`src/rtl/dac_playback_ctrl.sv`:
```
// Purpose: playback controller between a waveform FIFO and one DAC AXI-Stream input.
//          It adds a start delay, multi-pass repeat, head/tail beat masks, abort and status flags.
// Latency: one cycle from beat accept to m_axis_tdata; the first beat is accepted delay+1 cycles after the trigger edge.
// Backpressure: none towards the DAC, which always takes data. In RUN, s_axis_tready is 1 every cycle and one beat is consumed per cycle.
//
// Ports:
//   clk, rst (async, active-low)
//   cfg_*       : configuration; latched into shadow registers on cfg_we in IDLE only
//   trigger_in  : start request (level); abort_in: stop; status_clr: clear sticky flags
//   s_axis_*    : waveform FIFO side; m_axis_*: DAC side; loopback_valid: write-back strobe
//   busy, done, aborted, underflow, trig_overrun : status
module dac_playback_ctrl #(
    parameter int DATA_W = 256,
    parameter int LEN_W  = 32,
    parameter int REP_W  = 16
) (
    input  logic              clk,
    input  logic              rst,
    input  logic              cfg_we,
    input  logic [LEN_W-1:0]  cfg_len,
    input  logic [LEN_W-1:0]  cfg_delay,
    input  logic [REP_W-1:0]  cfg_repeat,
    input  logic [DATA_W-1:0] cfg_head_mask,
    input  logic [DATA_W-1:0] cfg_tail_mask,
    input  logic              cfg_loopback,
    input  logic              trigger_in,
    input  logic              abort_in,
    input  logic              status_clr,
    input  logic [DATA_W-1:0] s_axis_tdata,
    input  logic              s_axis_tvalid,
    output logic              s_axis_tready,
    output logic [DATA_W-1:0] m_axis_tdata,
    output logic              m_axis_tvalid,
    input  logic              m_axis_tready,
    output logic              loopback_valid,
    output logic              busy,
    output logic              done,
    output logic              aborted,
    output logic              underflow,
    output logic              trig_overrun
);

    typedef enum logic [1:0] {IDLE, DELAY, RUN, DONE} state_t;

    state_t state, state_nxt;

    logic [LEN_W-1:0]  len_sh, delay_sh;
    logic [REP_W-1:0]  rep_sh;
    logic [DATA_W-1:0] head_sh, tail_sh;
    logic              lb_sh;

    logic [LEN_W-1:0]  beat_cnt, dly_cnt;
    logic [REP_W-1:0]  rep_cnt;

    logic              start, abort_evt, accept, first, last;
    logic [DATA_W-1:0] beat_dat;

    // The DAC never stalls, so its tready carries no information.
    logic unused_tready;
    assign unused_tready = m_axis_tready;

    assign m_axis_tvalid = 1'b1;

    // The trigger compares against the shadow values that are already stored.
    // A cfg_we in the same cycle therefore only affects the next run.
    assign start     = (state == IDLE) && trigger_in && (len_sh != '0);
    assign abort_evt = abort_in && ((state == DELAY) || (state == RUN));
    // A beat is consumed in every RUN cycle except the cycle in which abort is asserted.
    assign accept    = (state == RUN) && !abort_in;
    assign first     = (beat_cnt == len_sh);
    assign last      = (beat_cnt == LEN_W'(1));

    always_comb begin
        beat_dat = s_axis_tvalid ? s_axis_tdata : '0;
        if (first) beat_dat = beat_dat & head_sh;
        if (last)  beat_dat = beat_dat & tail_sh;
    end

    // State register
    always_ff @(posedge clk or negedge rst) begin
        if (!rst) state <= IDLE;
        else      state <= state_nxt;
    end

    // Next-state logic; abort overrides every other event
    always_comb begin
        state_nxt = state;
        case (state)
            IDLE:  if (start) state_nxt = (delay_sh != '0) ? DELAY : RUN;
            DELAY: begin
                if (abort_in)                    state_nxt = DONE;
                else if (dly_cnt == LEN_W'(1))   state_nxt = RUN;
            end
            RUN: begin
                if (abort_in)                    state_nxt = DONE;
                else if (last && rep_cnt == '0)  state_nxt = DONE;
            end
            DONE:  state_nxt = IDLE;
            default: state_nxt = IDLE;
        endcase
    end

    // Outputs decoded from state
    always_comb begin
        s_axis_tready  = accept;
        busy           = (state != IDLE);
        done           = (state == DONE);
        loopback_valid = accept && s_axis_tvalid && lb_sh;
    end

    // Shadow registers, counters and output data
    always_ff @(posedge clk or negedge rst) begin
        if (!rst) begin
            len_sh       <= '0;
            delay_sh     <= '0;
            rep_sh       <= '0;
            head_sh      <= '0;
            tail_sh      <= '0;
            lb_sh        <= 1'b0;
            beat_cnt     <= '0;
            dly_cnt      <= '0;
            rep_cnt      <= '0;
            m_axis_tdata <= '0;
        end else begin
            if (state == IDLE && cfg_we) begin
                len_sh   <= cfg_len;
                delay_sh <= cfg_delay;
                rep_sh   <= cfg_repeat;
                head_sh  <= cfg_head_mask;
                tail_sh  <= cfg_tail_mask;
                lb_sh    <= cfg_loopback;
            end
            if (start) begin
                beat_cnt <= len_sh;
                rep_cnt  <= rep_sh;
                dly_cnt  <= delay_sh;
            end
            if (state == DELAY) dly_cnt <= dly_cnt - LEN_W'(1);
            if (accept) begin
                // At the end of a pass, start the next one with no gap beat.
                if (last && rep_cnt != '0) begin
                    rep_cnt  <= rep_cnt - REP_W'(1);
                    beat_cnt <= len_sh;
                end else begin
                    beat_cnt <= beat_cnt - LEN_W'(1);
                end
            end
            m_axis_tdata <= accept ? beat_dat : '0;
        end
    end

    // Sticky flags. A set event in the same cycle as status_clr wins.
    always_ff @(posedge clk or negedge rst) begin
        if (!rst) begin
            aborted      <= 1'b0;
            underflow    <= 1'b0;
            trig_overrun <= 1'b0;
        end else begin
            underflow    <= (accept && !s_axis_tvalid) || (underflow && !status_clr);
            trig_overrun <= (trigger_in && state != IDLE) || (trig_overrun && !status_clr);
            aborted      <= abort_evt || (aborted && !status_clr && !start);
        end
    end

endmodule

```
`config.mk`:
```
export PLATFORM = sky130hd
export DESIGN_NAME = dac_playback_ctrl
export DESIGN_NICKNAME = d
export VERILOG_FILES = /design/src/rtl/dac_playback_ctrl.sv
export SDC_FILE = /design/constraint.sdc
export NUM_CORES = 1
export LEC_CHECK = 0
export BUFFER_PORTS_ARGS = -buffer_cell sky130_fd_sc_hd__buf_2
export CAP_MARGIN = 20
export CORE_AREA = 5 5 433 435
export DETAILED_ROUTE_END_ITERATION = 16
export DIE_AREA = 0 0 438 440
export PLACE_DENSITY = 0.39
export SLEW_MARGIN = 20
export SYNTH_ARGS = -nofsm -noshare
export SYNTH_HDL_FRONTEND = slang
export SYNTH_SLANG_ARGS = --single-unit
```
`constraint.sdc`:
```
create_clock -name clk -period 2.3 [get_ports clk]
set_input_delay 0 -clock clk [delete_from_list [all_inputs] [get_ports clk]]
set_output_delay 0 -clock clk [all_outputs]
set_load 0.01 [all_outputs]
```
After elaboration in Yosys (flattened, before gate mapping)
Cells that the tools add are included.
- eq/ne operators: 9
- muxes and demuxes: 19
- reductions and logical operators: 32
- bitwise operators: 2
- add/sub/neg operators: 3
- operators by type and width (operator ; count):
    $mux W256 ; 4
    $and A256 B256 Y256 ; 2
    $mux W32 ; 5
    $eq A32 B1 Y1 const B ; 2
    $reduce_bool A32 Y1 ; 2
    $sub A32 B1 Y32 const B ; 2
    $mux W16 ; 3
    $eq A32 B32 Y1 ; 1
    $logic_not A16 Y1 ; 1
    $reduce_bool A16 Y1 ; 1
    $sub A16 B1 Y16 const B ; 1
    $logic_and A1 B1 Y1 ; 15
    $mux W2 ; 6
    $pmux W2 S4 ; 1
    $ne A3 B2 Y1 const B ; 2
    $reduce_bool A2 Y1 ; 3
    $eq A2 B2 Y1 const B ; 2
    $logic_not A1 Y1 ; 4
    $logic_or A1 B1 Y1 ; 4
    $reduce_and A3 Y1 ; 1
    $eq A2 B1 Y1 const B ; 1
    $logic_not A2 Y1 ; 1
    $ne A2 B2 Y1 const B ; 1
- logic and storage cells: 79
- input port bits: 857
- flip-flop bits (word level): 934

Longest topological paths before layout
Gate-level depths: netlist of the first run.
- depth after elaboration: 6
- mapped depth: 10
- gate-level depth less buffers: 8

Worst setup path before layout of the first run
Ideal clock, no wire load.
- kind: reg2reg
- start point: reg beat_cnt[10]
- end point: reg rep_cnt[9]
- arrival: 2.217 ns
- period minus slack after synthesis: 2.343 ns
- cell stages (with the launch flop): 7
- buffers on the path: 1
- path slack: -0.043 ns
- path through: dfrtp_1 or4_4 nor4_4 nand4_2 nor2b_4 buf_6 a221o_1
- longest elaborated chain between the ends: 4
- ends and longest elaborated chain (what ; line ; RTL):
    start, declared ; 52 ; logic [LEN_W-1:0] beat_cnt, dly_cnt;
    start signal, assigned ; 134 ; beat_cnt <= len_sh;
    start signal, assigned ; 143 ; beat_cnt <= len_sh;
    start signal, assigned ; 145 ; beat_cnt <= beat_cnt - LEN_W'(1);
    $eq A32 B1 Y1 ; 71 ; assign last = (beat_cnt == LEN_W'(1));
    $logic_and A1 B1 Y1 ; 141 ; if (last && rep_cnt != '0) begin
    $mux W16 ; 141 ;
    $mux W16 ; 139 ; if (accept) begin
    end signal, assigned ; 135 ; rep_cnt <= rep_sh;
    end signal, assigned ; 142 ; rep_cnt <= rep_cnt - REP_W'(1);
    end, declared ; 53 ; logic [REP_W-1:0] rep_cnt;
Every way passes these cells.
A chain may end at the register's enable or synchronous reset.

Worst setup path in the final report of the first run
- start point: reg beat_cnt[10]
- end point: reg m_axis_tdata[220]
- longest elaborated chain between the ends: 5
- elaborated cells on any way between the ends: 6
- those cells by class: 2 x eq/ne; 3 x mux; 1 x bitwise
- ends and longest elaborated chain (what ; line ; RTL):
    $eq A32 B32 Y1 ; 70 ; assign first = (beat_cnt == len_sh);
    $mux W256 ; 75 ; if (first) beat_dat = beat_dat & head_sh;
    $and A256 B256 Y256 ; 76 ; if (last) beat_dat = beat_dat & tail_sh;
    $mux W256 (*) ; 76 ;
    $mux W256 (*) ; 148 ; m_axis_tdata <= accept ? beat_dat : '0;
    end signal, assigned ; 148 ;
    end, declared ; 32 ; output logic [DATA_W-1:0] m_axis_tdata,
Mark *: on every way between the ends. The rest lies on a longest branch, timed or not.

==> results of run 1 <==
[cells in the final DEF (no fill, tap or decap), drive strengths merged, types with 34 or more instances in the layout]
cell type / n
xnor2: 37
diode: 34
buf: 1475
o22ai: 267
nor4: 34
dlygate4sd3: 1376
nor2: 334
nor3: 34
a21oi: 53
mux2: 604
clkbuf: 176
nand2: 301
dfrtp: 934
[logic make-up (layout without fill, tap and decap cells)]
| group | count (synthesis) | count (layout) |
|---|---|---|
| xor+xnor | 46 | 46 |
| fa+ha+maj | 10 | 10 |
| other cells | 1 | 35 |
| mux | 607 | 607 |
| compound gates | 423 | 423 |
| flops | 934 | 934 |
| simple gates | 823 | 824 |
| buf+inv | 213 | 3094 |
[sequential cells by signal, indices dropped and copies added (netlist names)]
name / count
aborted: 1
beat_cnt: 32
delay_sh: 32
dly_cnt: 32
head_sh: 256
lb_sh: 1
len_sh: 32
m_axis_tdata: 256
rep_cnt: 16
rep_sh: 16
state: 2
tail_sh: 256
trig_overrun: 1
underflow: 1
[report_power, final]
part | internal (uW) | switching (uW) | leakage [uW] | total (uW)
Sequential | 22800 | 5140 | 0.0115 | 27900
Clock | 10900 | 7580 | 0.00186 | 18400
Combinational | 12100 | 8120 | 0.0183 | 20300
Total | 45800 | 20800 | 0.0317 | 66600
[synthesized netlist by cell type (10+ instances only)]
cell type,number
clkbuf_1,170
buf_1,10
nor2_1,334
nand3_1,30
o21ai_0,32
nand2_1,301
xnor2_1,37
nand4_1,17
dfrtp_1,934
o22ai_1,267
inv_1,23
ha_1,10
nor4_1,30
a221o_1,10
o221a_2,10
or4_1,11
nor3_1,32
a21oi_1,53
mux2_2,603
[worst register-to-register path, cell delays in order, from the launching register on]
cell and delay, ps:
dfrtp_1 390, or4_4 590, nand4bb_4 240, nand4b_4 210
buf_12 170, buf_12 160, buf_12 280, o22ai_2 160
buf_4 130, nor2_1 30
[worst max path at each step]
stage	from	end	slack, ps	depth (start not counted)
finish	beat_cnt[10]	m_axis_tdata[220]	-170	9
global route	beat_cnt[10]	rep_cnt[5]	-240	9
CTS	beat_cnt[6]	state[0]	-150	7
detailed placement	beat_cnt[21]	m_axis_tdata[135]	-400	9
global placement	beat_cnt[20]	m_axis_tdata[135]	-470	9
floorplan	beat_cnt[21]	rep_cnt[9]	-8	7
[per-stage QoR]
stage,cells,setup TNS [ps]
6_report,8358,-20110
5_1_grt,8349,-43360
4_1_cts,8281,-10380
3_5_place_dp,6681,-35460
3_3_place_gp,6681,-46680
2_1_floorplan,3057,-37.7
[repair_timing]
action                                   CTS  global route
resized for setup                        171           209
hold buffers                            1376             1
pin swaps                                 30            36
endpoints found under the hold margin   1790             1
endpoints found under the setup margin   329           351
setup buffers                             18            23
gates cloned                               5            21
[routing by layer]
metal  vias up  GRT usage  wire, um  part of all wire
met5         -          0       183           0.00098
met4        26     0.0794      8660             0.047
met1     18122      0.221     76400              0.41
met2      1003      0.309     90700              0.49
met3       351     0.0418     10200             0.055
li1      16492          -         -                 -
[cell type report]
class	count	area share
timing repair buffer	2868	0.340
clock buffer	159	0.0460
sequential	934	0.337
tap	2385	0.0430
antenna	34	0.00123
clock inverter	43	0.00841
multi-input combinational	1911	0.223
inverter	24	0.00130
==> implementation parameters, run 1 <==
Parameter                              Value

Synthesis
  Share of cell area taken by muxes after synthesis ... 0.180
  Number of distinct standard cells referenced by the synthesized netlist ... 73
  Post-synthesis share of cell area spent on full adders, half adders and majority gates ... 0.00329
  Sequential fraction of the synthesis area ... 0.615
  Average size of a mapped cell ... between 10 and 15 um^2
  Synth area leaders ... dfrtp_1 (61%), mux2_2 (18%), o22ai_1 (4.4%)
  Register bit count reported by yosys ... 934
  Share of the synthesized area in compound gates (AO/OA/AOI/OAI) ... 0.0724
  Combinational family with the most area after synthesis ... multiplexers
  Share of the synthesized area in the top cell type ... 0.615
  Number of instances in the synthesized netlist ... just over 3000
  Syn nets ... 3924
  Async set-reset flop share out of synthesis ... 1.00
  Number of enable flip-flop cells after synthesis ... 0
  XOR/XNOR share of the synthesized area ... 0.0106
  Simple-gate area share of the yosys netlist ... 0.0971
  Flip-flop cell with the highest count after synthesis ... dfrtp_1
  Area of the mapped netlist ... 38000 um^2
  Largest area contributor in the netlist ... dfrtp_1
  Warnings, synthesis ... 0

Clock network
  Sinks on the clock net ... 934
  Number of buffers created by CTS ... 111
  H-Tree Depth ... 3
  Clock network latency to the later pin of the worst-skew pair ... approximately 740 ps
  Clock slew seen by the registers of the worst setup and hold paths ... ~70 ps
  Root buffer cell ... clkbuf_16
  TritonCTS clock tree ... yes
  Bufs on Longest Clock Path ... 3

Critical path
  Worst-path maximum fanout ... 12
  Reg-to-Reg Start ... beat_cnt[10]
  Slowest CP cell ... or4_4
  Internal reg-to-reg setup slack ... -170 ps
  Crit path buf inv count ... 4
  Kind of cell adding the most delay to the critical path ... simple AND/OR/NAND/NOR gates
  Slowest cell delay on critical path ... 590 ps
  Critical path launch point type ... flop
  Classification of the worst setup path ... reg -> reg
  Crit path arrival time ... 3110 ps
  Cell depth of the worst flop-to-flop path ... 9
  Sequence of cells on the critical path ... or4_4 > nand4bb_4 > nand4b_4 > buf_12 > buf_12 > buf_12 > o22ai_2 > buf_4 > nor2_1
  Cell occurring most often along the worst timing path ... buf_12
  Crit end category ... flop
  Endpoint of the lowest-slack register-to-register path ... m_axis_tdata[220]
  Required time worst endpoint ... about 2900 ps

Pwr
  Final Power ... around 67000 uW
  Peak supply drop ... 712 uV
  Power Dens Cells ... 961 nW/um^2
  Leakage ... 0.0317 uW

STA
  Final worst hold slack ... ~57 ps
  Max Clk Rate ... 405 MHz
  Clock skew after layout ... 20.4 ps
  Final period utilization ... 1.07
  Number of hold violations in the final report ... 0
  Min Tclk post-route ... 2470 ps
  RSZ-0062 raised after global routing ... true
  Setup slack after layout ... -169 ps
  Slew at the pin closest to its max-slew limit ... approximately 640 ps
  Worst slew slack as a fraction of its limit ... 0.572
  Count of final max-slew check failures ... 0
  Final count of negative-setup-slack endpoints ... around 300

Layout
  Layout Nets ... 6717
  Area of all placed cells without fillers ... 69300 um^2
  Util after Layout ... 0.379
  Count of filler cells inserted in the layout ... roughly 18000
  Register Area ... 23400 um^2
  Multi-input gate area ... around 15000 um^2
  Layout cell share with drive strength beyond 1 ... 0.426
  Synthesis-to-layout area growth ... 82.4%

GRT
  Overall track demand over capacity in global routing ... 0.182
  Vias in the first global route ... approximately 40000
  Total global routing overflow ... 0
  First-pass GRT wire length ... 261000 um
  Antenna violations before repair ... 48
  Largest net degree at the start of global routing ... 86

Routing
  Initial drt markers ... roughly 1800
  Detail-routed net length per standard cell ... 22.3 um
  Total number of vias ... around 36000
  Total routed wirelength ... 186000 um
  Via-to-Cell Ratio ... 4.31
  DRC Markers ... 0
  Number of nets still failing antenna checks after routing ... 0
  DRT Pass-1 Iters ... 5

Place
  PortBufs ... 1118
  RD Place Congestion ... 0.897
  Half-perimeter wire length after detailed placement ... 134000 um
  Area of placed instances ... 48800 um^2
  Worst slack, placed ... -400 ps

Floorplan
  Area of the core ... 183000 um^2
  Total I/O pin count ... 1121
  Num rows ... 157
  DIE WIDTH ... ~440 um
  Initial standard-cell utilization of the core ... 0.208
  Height of the die ... 440 um
  Die area ... 193000 um^2

Run status
  Violated checks ... negative setup slack
  Run status ... complete, but fails checks

Hold path
  Hold wc startpoint ... cfg_head_mask[78]
  Hold Crit Class ... in -> reg
  Endpoint of the worst hold-timing path ... head_sh[78]
  Hold-critical path depth ... 3

Job
  Max-cap violations ... 0
(Power assumes the default switching activity.)
==> run 2: changes to the inputs <==
Settings changed: CORE_AREA 5 5 433 435 to 2 2 430 432, CTS_BUF_LIST set to sky130_fd_sc_hd__clkbuf_8 sky130_fd_sc_hd__clkbuf_16, DIE_AREA 0 0 438 440 to 0 0 432 434, TNS_END_PERCENT set to 10.
==> run 2 against run 1 <==
The flow now stops in 4_1_cts. Area after synthesis unchanged. Synthesized cell count stayed put.
==> implementation parameters, run 2 <==
Parameter                              Value

Synthesis
  Flip-flop cell with the highest count after synthesis ... dfrtp_1 (unchanged)
  Synth area leaders ... dfrtp_1 (61%), mux2_2 (18%), o22ai_1 (4.4%) (unchanged)
  Syn nets ... 3924 (unchanged)
  Most used standard cell by instance count after synthesis ... dfrtp_1 (unchanged)
  Largest area contributor in the netlist ... dfrtp_1 (unchanged)
  Number of instances in the synthesized netlist ... 3057 (unchanged)
  Number of enable flip-flop cells after synthesis ... 0 (unchanged)
  Area of the mapped netlist ... 38000 um^2 (unchanged)
  Async set-reset flop share out of synthesis ... 1.00 (unchanged)
  Share of the synthesized area in the top cell type ... 0.615 (unchanged)
  Sequential fraction of the synthesis area ... 0.615 (unchanged)
  Register bit count reported by yosys ... 934 (unchanged)
  Average size of a mapped cell ... 12.4 um^2 (unchanged)
  Number of distinct standard cells referenced by the synthesized netlist ... 73 (unchanged)
  Commonest cells in the synthesized netlist ... dfrtp_1 (934), mux2_2 (603), nor2_1 (334) (unchanged)
  Warnings, synthesis ... 0 (unchanged)

Floorplan
  Initial standard-cell utilization of the core ... 0.208 (about the same)
  Total I/O pin count ... 1121 (unchanged)
  DIE WIDTH ... 432 um (was 438 um)
  Num rows ... 157 (unchanged)
  Height of the die ... 434 um (was 440 um)

Run status
  Stage where the run ended ... 4_1_cts
  Tool error ... [ERROR RSZ-0060] Max buffer count reached.
  Run status ... aborted with a tool error (was complete, but fails checks)

Place
  RD Place Congestion ... 0.863 (was 0.897)
  Half-perimeter wire length after detailed placement ... 130000 um (was 134000 um)
  PortBufs ... 1118 (unchanged)
  Area of placed instances ... 48900 um^2 (was 48800 um^2)

Clock network
  Bufs on Longest Clock Path ... 3 (unchanged)
  Post-CTS Setup Repair Bufs ... 16 (was 18)
  Number of gates given a new drive strength after cts ... 156 (was 171)
  H-Tree Depth ... 3 (unchanged)
  Number of hold buffers added after CTS ... 1381 (was 1376)
  Root buffer cell ... clkbuf_16 (unchanged)
  Sinks on the clock net ... 934 (unchanged)
  Number of buffers created by CTS ... 112 (was 111)
run 2: through the flow:
step           setup WS (ps)  std cells   util
2_1_floorplan          -13.8       3057      -
3_5_place_dp            -424       6680  0.268
3_3_place_gp            -467       6680  0.268
run 2: cells by family after synthesis:
group / after synthesis / share of synthesized area
adder cells (fa/ha/maj): 10 / 0.00329
other: 1 / 0.0000987
AND/OR/NAND/NOR: 823 / 0.0971
flip-flops: 934 / 0.615
multiplexers: 607 / 0.180
AO/OA/AOI/OAI: 423 / 0.0724
buffers and inverters: 213 / 0.0220
XOR/XNOR: 46 / 0.0106
==> run 3: changes to the inputs <==
Settings changed: CORE_AREA 2 2 430 432 to 2 2 442 444, CTS_BUF_LIST sky130_fd_sc_hd__clkbuf_8 sky130_fd_sc_hd__clkbuf_16 to unset, DIE_AREA 0 0 432 434 to 0 0 444 446, PLACE_DENSITY 0.39 to unset, PLACE_DENSITY_LB_ADDON set to 0.15.
Clock period 2.3 ns to 2.99 ns, I/O delays scaled along.
==> run 3 against run 2 <==
Synthesized cell count is the same. The run again fails in 4_1_cts. Area after synthesis is the same.
==> implementation parameters, run 3 <==
Parameter                              Value

Clock network
  Sinks on the clock net ... 934 (unchanged)
  Bufs on Longest Clock Path ... 3 (unchanged)
  Post-CTS Setup Repair Bufs ... 0 (was 16)
  Number of hold buffers added after CTS ... 1376 (was 1381)
  Number of buffers created by CTS ... 115 (was 112)
  Number of gates given a new drive strength after cts ... 0 (was 156)
  Root buffer cell ... clkbuf_16 (unchanged)
  H-Tree Depth ... 3 (unchanged)

Synthesis
  Share of the synthesized area in the top cell type ... 0.615 (unchanged)
  Number of enable flip-flop cells after synthesis ... 0 (unchanged)
  Register bit count reported by yosys ... 934 (unchanged)
  Flip-flop cell with the highest count after synthesis ... dfrtp_1 (unchanged)
  Area of the mapped netlist ... 38000 um^2 (unchanged)
  Share of the synthesized area in compound gates (AO/OA/AOI/OAI) ... 0.0724 (unchanged)
  Number of instances in the synthesized netlist ... 3057 (unchanged)
  Sequential fraction of the synthesis area ... 0.615 (unchanged)
  Average size of a mapped cell ... 12.4 um^2 (unchanged)
  Commonest cells in the synthesized netlist ... dfrtp_1 (934), mux2_2 (603), nor2_1 (334) (unchanged)
  Warnings, synthesis ... 0 (unchanged)
  Largest area contributor in the netlist ... dfrtp_1 (unchanged)
  Most used standard cell by instance count after synthesis ... dfrtp_1 (unchanged)
  Post-synthesis share of cell area spent on full adders, half adders and majority gates ... 0.00329 (unchanged)
  Share of cell area taken by muxes after synthesis ... 0.180 (unchanged)
  Number of distinct standard cells referenced by the synthesized netlist ... 73 (unchanged)
  Simple-gate area share of the yosys netlist ... 0.0971 (unchanged)
  Combinational family with the most area after synthesis ... multiplexers (unchanged)
  Syn nets ... 3924 (unchanged)
  XOR/XNOR share of the synthesized area ... 0.0106 (unchanged)
  Async set-reset flop share out of synthesis ... 1.00 (unchanged)
  Synth area leaders ... dfrtp_1 (61%), mux2_2 (18%), o22ai_1 (4.4%) (unchanged)

Place
  RD Place Congestion ... 0.825 (was 0.863)
  PortBufs ... 1118 (unchanged)
  Worst slack, placed ... 132 ps (was -424 ps)
  Half-perimeter wire length after detailed placement ... 128000 um (was 130000 um)
  Total placed cells including tap cells ... 6668 (was 6680)

Floorplan
  Height of the die ... 446 um (was 434 um)
  DIE WIDTH ... 444 um (was 432 um)
  Num rows ... 162 (was 157)
  Initial standard-cell utilization of the core ... 0.196 (was 0.208)
  Total I/O pin count ... 1121 (unchanged)

Run status
  Stage where the run ended ... 4_1_cts (unchanged)
  Tool error ... [ERROR RSZ-0060] Max buffer count reached. (unchanged)
  Run status ... aborted with a tool error (unchanged)
-- run 3: cell counts after synthesis --
Identical to the previous run, type by type.
-- run 3: kinds of logic after synthesis --
| group | count (synthesis) |
|---|---|
| mux | 607 |
| xor+xnor | 46 |
| flops | 934 |
| buf+inv | 213 |
| fa+ha+maj | 10 |
| other cells | 1 |
| compound gates | 423 |
| simple gates | 823 |
-- run 3: per-stage QoR --
step	cell area, um^2	util
global placement	47500	0.246
detailed placement	47500	0.246
floorplan	38000	-
